### config.mk
export PLATFORM = sky130hd
export DESIGN_NAME = pipeline_stage_ctl_flat
export DESIGN_NICKNAME = d
export VERILOG_FILES = /design/src/rtl/pipeline_stage_ctl_if.sv /design/src/rtl/pipeline_stage_ctl.sv /design/src/flat_wrapper.sv
export SDC_FILE = /design/constraint.sdc
export NUM_CORES = 1
export LEC_CHECK = 0
export ABC_AREA = 1
export ABC_CLOCK_PERIOD_IN_PS = 3080
export BUFFER_PORTS_ARGS = -buffer_cell sky130_fd_sc_hd__buf_2
export CAP_MARGIN = 25
export CORE_MARGIN = 2
export CORE_UTILIZATION = 49
export CTS_BUF_LIST = sky130_fd_sc_hd__clkbuf_8
export DETAILED_ROUTE_END_ITERATION = 6
export GPL_TIMING_DRIVEN = 0
export PLACE_DENSITY = 0.72
export SLEW_MARGIN = 10
export SYNTH_ARGS = -nofsm -noshare
export SYNTH_HDL_FRONTEND = slang
export SYNTH_SLANG_ARGS = --single-unit
### constraint.sdc
create_clock -name clk -period 3.08 [get_ports clk]
set_input_delay 0.616 -clock clk [delete_from_list [all_inputs] [get_ports clk]]
set_output_delay 0.616 -clock clk [all_outputs]
set_load 0.005 [all_outputs]
### src/rtl/pipeline_stage_ctl_if.sv
// Bundle of the instruction-carrying, pipeline-control and hazard-query signals
// of one pipeline stage controller.
interface pipeline_stage_ctl_if #(
    parameter int WA_W   = 5,
    parameter int CTRL_W = 3
);
    logic              valid_in;
    logic              reg_we_in;
    logic [CTRL_W-1:0] ctrl_in;
    logic [WA_W-1:0]   wa_in;
    logic              stall;
    logic              flush;
    logic [WA_W-1:0]   ra0;
    logic [WA_W-1:0]   ra1;

    logic              valid_out;
    logic              reg_we_out;
    logic [CTRL_W-1:0] ctrl_out;
    logic [WA_W-1:0]   wa_out;
    logic              hazard0;
    logic              hazard1;
    logic [2:0]        occupancy;

    modport master (
        output valid_in, reg_we_in, ctrl_in, wa_in, stall, flush, ra0, ra1,
        input  valid_out, reg_we_out, ctrl_out, wa_out, hazard0, hazard1, occupancy
    );

    modport slave (
        input  valid_in, reg_we_in, ctrl_in, wa_in, stall, flush, ra0, ra1,
        output valid_out, reg_we_out, ctrl_out, wa_out, hazard0, hazard1, occupancy
    );
endinterface

### src/rtl/pipeline_stage_ctl.sv
// DEPTH-slot instruction shift pipeline with stall/flush control, write-after
// hazard detection against two source addresses, and a valid-slot count.
module pipeline_stage_ctl #(
    parameter int DEPTH  = 3,
    parameter int WA_W   = 5,
    parameter int CTRL_W = 3
) (
    input  logic                clk,
    input  logic                rst,
    pipeline_stage_ctl_if.slave bus
);
    typedef struct packed {
        logic              valid;
        logic              reg_we;
        logic [CTRL_W-1:0] ctrl;
        logic [WA_W-1:0]   wa;
    } slot_t;

    slot_t            slot_reg [DEPTH];
    logic [DEPTH-1:0] hit0;
    logic [DEPTH-1:0] hit1;
    logic [2:0]       occ_count;
    slot_t            tail;

    genvar gi;
    generate
        for (gi = 0; gi < DEPTH; gi++) begin : g_slot
            slot_t feed;
            slot_t slot_next;

            if (gi == 0) begin : g_head
                assign feed = {bus.valid_in, bus.reg_we_in, bus.ctrl_in, bus.wa_in};
            end else begin : g_body
                assign feed = slot_reg[gi-1];
            end

            // Flush only drops the valid bit; stale fields are harmless because
            // every consumer qualifies them with valid.
            always_comb begin
                slot_next = slot_reg[gi];
                if (bus.flush) begin
                    slot_next.valid = 1'b0;
                end else if (!bus.stall) begin
                    slot_next = feed;
                end
            end

            always_ff @(posedge clk or negedge rst) begin
                if (!rst) begin
                    slot_reg[gi] <= '0;
                end else begin
                    slot_reg[gi] <= slot_next;
                end
            end

            assign hit0[gi] = slot_reg[gi].valid && slot_reg[gi].reg_we
                              && (slot_reg[gi].wa == bus.ra0);
            assign hit1[gi] = slot_reg[gi].valid && slot_reg[gi].reg_we
                              && (slot_reg[gi].wa == bus.ra1);
        end
    endgenerate

    always_comb begin
        occ_count = '0;
        for (int i = 0; i < DEPTH; i++) begin
            occ_count = occ_count + {2'b00, slot_reg[i].valid};
        end
    end

    assign tail = slot_reg[DEPTH-1];

    assign bus.valid_out  = tail.valid;
    assign bus.reg_we_out = tail.valid & tail.reg_we;
    assign bus.ctrl_out   = tail.valid ? tail.ctrl : '0;
    assign bus.wa_out     = tail.wa;
    assign bus.occupancy  = occ_count;

    // Register 0 is hardwired to zero, so a pending write to it is never a hazard.
    assign bus.hazard0 = (|hit0) && (bus.ra0 != '0);
    assign bus.hazard1 = (|hit1) && (bus.ra1 != '0);
endmodule

### src/flat_wrapper.sv
// flat-port wrapper written by rule: the top's interface ports become plain ports
module pipeline_stage_ctl_flat 
#(
    parameter int DEPTH  = 3,
    parameter int WA_W   = 5,
    parameter int CTRL_W = 3
)
  (clk, rst, bus_valid_in, bus_reg_we_in, bus_ctrl_in, bus_wa_in, bus_stall, bus_flush, bus_ra0, bus_ra1, bus_valid_out, bus_reg_we_out, bus_ctrl_out, bus_wa_out, bus_hazard0, bus_hazard1, bus_occupancy);
  pipeline_stage_ctl_if #(.WA_W(WA_W), .CTRL_W(CTRL_W)) bus_i ();
  input  logic clk;
  input  logic rst;
  input wire logic [$bits(bus_i.valid_in)-1:0] bus_valid_in;
  input wire logic [$bits(bus_i.reg_we_in)-1:0] bus_reg_we_in;
  input wire logic [$bits(bus_i.ctrl_in)-1:0] bus_ctrl_in;
  input wire logic [$bits(bus_i.wa_in)-1:0] bus_wa_in;
  input wire logic [$bits(bus_i.stall)-1:0] bus_stall;
  input wire logic [$bits(bus_i.flush)-1:0] bus_flush;
  input wire logic [$bits(bus_i.ra0)-1:0] bus_ra0;
  input wire logic [$bits(bus_i.ra1)-1:0] bus_ra1;
  output wire logic [$bits(bus_i.valid_out)-1:0] bus_valid_out;
  output wire logic [$bits(bus_i.reg_we_out)-1:0] bus_reg_we_out;
  output wire logic [$bits(bus_i.ctrl_out)-1:0] bus_ctrl_out;
  output wire logic [$bits(bus_i.wa_out)-1:0] bus_wa_out;
  output wire logic [$bits(bus_i.hazard0)-1:0] bus_hazard0;
  output wire logic [$bits(bus_i.hazard1)-1:0] bus_hazard1;
  output wire logic [$bits(bus_i.occupancy)-1:0] bus_occupancy;
  assign bus_i.valid_in = bus_valid_in;
  assign bus_i.reg_we_in = bus_reg_we_in;
  assign bus_i.ctrl_in = bus_ctrl_in;
  assign bus_i.wa_in = bus_wa_in;
  assign bus_i.stall = bus_stall;
  assign bus_i.flush = bus_flush;
  assign bus_i.ra0 = bus_ra0;
  assign bus_i.ra1 = bus_ra1;
  assign bus_valid_out = bus_i.valid_out;
  assign bus_reg_we_out = bus_i.reg_we_out;
  assign bus_ctrl_out = bus_i.ctrl_out;
  assign bus_wa_out = bus_i.wa_out;
  assign bus_hazard0 = bus_i.hazard0;
  assign bus_hazard1 = bus_i.hazard1;
  assign bus_occupancy = bus_i.occupancy;
  pipeline_stage_ctl #(.DEPTH(DEPTH), .WA_W(WA_W), .CTRL_W(CTRL_W)) u_core (.clk(clk), .rst(rst), .bus(bus_i));
endmodule
==> summary.txt <==
Run status
  • Outcome: complete, no violations

STA
  • Worst Tran Pin Value: 0.660 ns
  • Max Freq: 474 MHz
  • Tcrit/Tclk final: 0.685
  • Clk_skew: 0.00803 ns
  • Setup TNS: 0 ns
  • Slew headroom: 0.560
  • Final worst slack: 0.969 ns
  • RSZ-0062 raised after global routing: false
  • Minimum clock period: about 2.1 ns
  • Final hold vios: 0
  • Setup violators final: 0
  • Max Slew Vio Count: 0

Synth
  • Top post-synthesis cells by area: dfrtp_1 (42%), nand2_1 (24%), o21ai_0 (7.0%), inv_1 (5.6%), nor2_1 (4.0%)
  • Yosys warns: 0
  • Largest family of logic cells by synthesized area: simple AND/OR/NAND/NOR gates
  • Share of Yosys cell area claimed by the top area cell type: 0.417
  • Seq/Total Area, Yosys: 0.417
  • Syn_area_per_cell: approximately 6.7 µm²
  • Dominant synthesized flop cell: dfrtp_1
  • Post-Syn Area: 1800 µm²
  • Mapped Nets: 298
  • Unique masters post-synth: 17
  • Synth Area in Adders: 0.0320
  • Xor/xnor share of the synthesized area: 0
  • Multiplexer share of the synthesized area: 0
  • Synth Area in Compound Gates: 0.0897
  • Number of synthesized flops with an enable pin: 0
  • Synth Register Bits: 30
  • Ys async rst share: 1.00
  • Top post-synthesis cells by count: nand2_1 (116), dfrtp_1 (30), inv_1 (27)
  • Most common cell in the netlist: nand2_1
  • Post-synthesis simple-gate area fraction: 0.345
  • Area leader, netlist: dfrtp_1
  • Cells after Synth: 270

Job
  • Max Cap Violations: 0

Global route
  • GRT overflow: 0
  • First-pass GRT wire length: 7150 µm
  • Overall Global Routing Usage: 0.224
  • Pin count of the biggest net entering global routing: 31
  • Antenna violations before repair: 0
  • Vias in the first global route: 1575

Worst setup path
  • CP max FO: 4
  • CP most frequent cell: ha_1
  • Worst Path Arrival: about 1.5 ns
  • CP required: 2.46 ns
  • CP cell instances: ha_1, ha_1, ha_1, buf_2
  • CP max stage delay: 0.43 ns
  • Buf/Inv on CP: 1
  • CP startpoint kind: register
  • Setup crit start: u_core.g_slot[2].feed[9]
  • Top delay family on crit path: adder cells
  • Worst r2r src: u_core.bus.valid_out
  • Kind of critical path: register to output pin
  • Slowest-stage cell, CP: dfrtp_1
  • Nature of the critical path endpoint: output pin

Clocking
  • Hold_buf cts: 0
  • Root buffer cell: clkbuf_8
  • Clk slew on worst S/H paths: roughly 0.070 ns
  • H-tree Lvls: 2
  • Resized Gates After CTS: 0
  • CTS Sinks: 30
  • Num CTS Buffers: 5
  • CTS tree: yes
  • CTS max path bufs: 2
  • Post CTS Setup Buffer Count: 0
  • Worst-Skew Late Latency: 0.28 ns

Worst hold path
  • Worst min path class: primary input to asynchronous set/reset pin

Drt
  • Detailed-route vias per instance: 4.79
  • Total Wirelength: 4280 µm
  • Routed wl met2: between 1500 and 2000 µm
  • DRC violations left: 0
  • DR WL met3: 296 µm
  • DR pass1 iterations: 4
  • DR iter-0 viols: 130
  • Uppermost layer routed: met4
  • Routed vias: 1745
  • WL/cell: about 12 µm
  • Post-route ant nets: 0
  • Met1 Routed Length: 1950 µm

Floorplan
  • Placement Rows: 22
  • Die W: 64.6 µm
  • Die ar.: 4170 µm²
  • Initial core utilization: 0.499
  • Die Y: around 65 µm
  • Placeable Area: around 3600 µm²
  • I/O pins: 39

Pwr
  • Clock power frac: 0.312
  • P_int: 727 µW
  • Maximum vdd ir drop: 0.273 mV
  • Pwr Density: between 500 and 600 nW/µm²
  • Leak pwr: 1.25 nW
  • Seq pwr share: 0.464
  • Final Power: approximately 1.1 mW
  • Net switching power: 348 µW
  • Sw Share: 0.324
  • Gate power share: 0.224

Layout
  • Final net count: 343
  • Layout cells sized above 1: 0.237
  • Layout Area Growth over Synthesis: 19.2%
  • # diodes: 0
  • Max FFs per register: 20
  • Post-route cell area: approximately 2100 µm²
  • Fin util: 0.595

Place
  • Final HPWL DP: 3200 µm
  • I/O Buffers: 38
  • Global placer's final weighted congestion: 0.929
  • Placed cell areas: 2050 µm²
  • DP Worst Slack: approximately 1.0 ns
==> area by class of cell <==
class                      count  area [µm²]
sequential                    30         751
inverter                      39         146
timing repair buffer          38         190
buffer                        10        62.6
clock buffer                   6        82.6
clock inverter                 2        12.5
tap                           48        60.1
multi-input combinational    191         840
fill                         341        1460
==> cell usage in the layout (no fill, tap or decap), drive strengths merged <==
master and n:
clkinv 1, nand2 117, inv 39, buf 48
ha 3, fa 1, clkbuf 6, o21ai 31
o22ai 1, dfrtp 30, nor2 25, clkinvlp 1
nand3 11, nor3 2
==> power groups by stage <==
stage | registers [mW] | clock network [mW] | logic, mW
floorplan | 0.493 | 0 | 0.163
global placement | 0.504 | 0 | 0.237
detailed placement | 0.505 | 0 | 0.241
CTS | 0.498 | 0.341 | 0.242
global route | 0.506 | 0.364 | 0.280
finish | 0.499 | 0.335 | 0.241
==> logic make-up after synthesis <==
kind of cell	Yosys count
simple gates	155
buf+inv	49
compound gates	32
flops	30
fa+ha+maj	4
==> stage by stage <==
stage          hold WS, ns  cells
2_1_floorplan        0.320    270
6_report             0.355    364
3_3_place_gp         0.454    356
3_5_place_dp         0.458    356
4_1_cts              0.391    364
5_1_grt              0.416    364
==> metal layers <==
layer  vias to the layer above  track usage
li1                        901            -
met1                       765        0.310
met2                        71        0.353
met3                         8       0.0486
met4                         0       0.0691
met5                         -            0
==> path summary, 6_finish.rpt <==
| path | to | slack [ns] | cells past startpoint |
|---|---|---|---|
| max in group asynchronous | u_core.g_slot[2].feed[2] | 2.28 | 1 |
| worst max register to register | u_core.bus.valid_out | 2.29 | 2 |
| worst min register to register | u_core.g_slot[1].feed[5] | 0.47 | 2 |
| worst min-delay path | u_core.bus.wa_out[1] | 0.35 | 1 |
| min in group clk | u_core.g_slot[1].feed[5] | 0.47 | 2 |
| worst max-delay path | bus_occupancy[2] | 0.97 | 4 |
(Power assumes the default switching activity.)
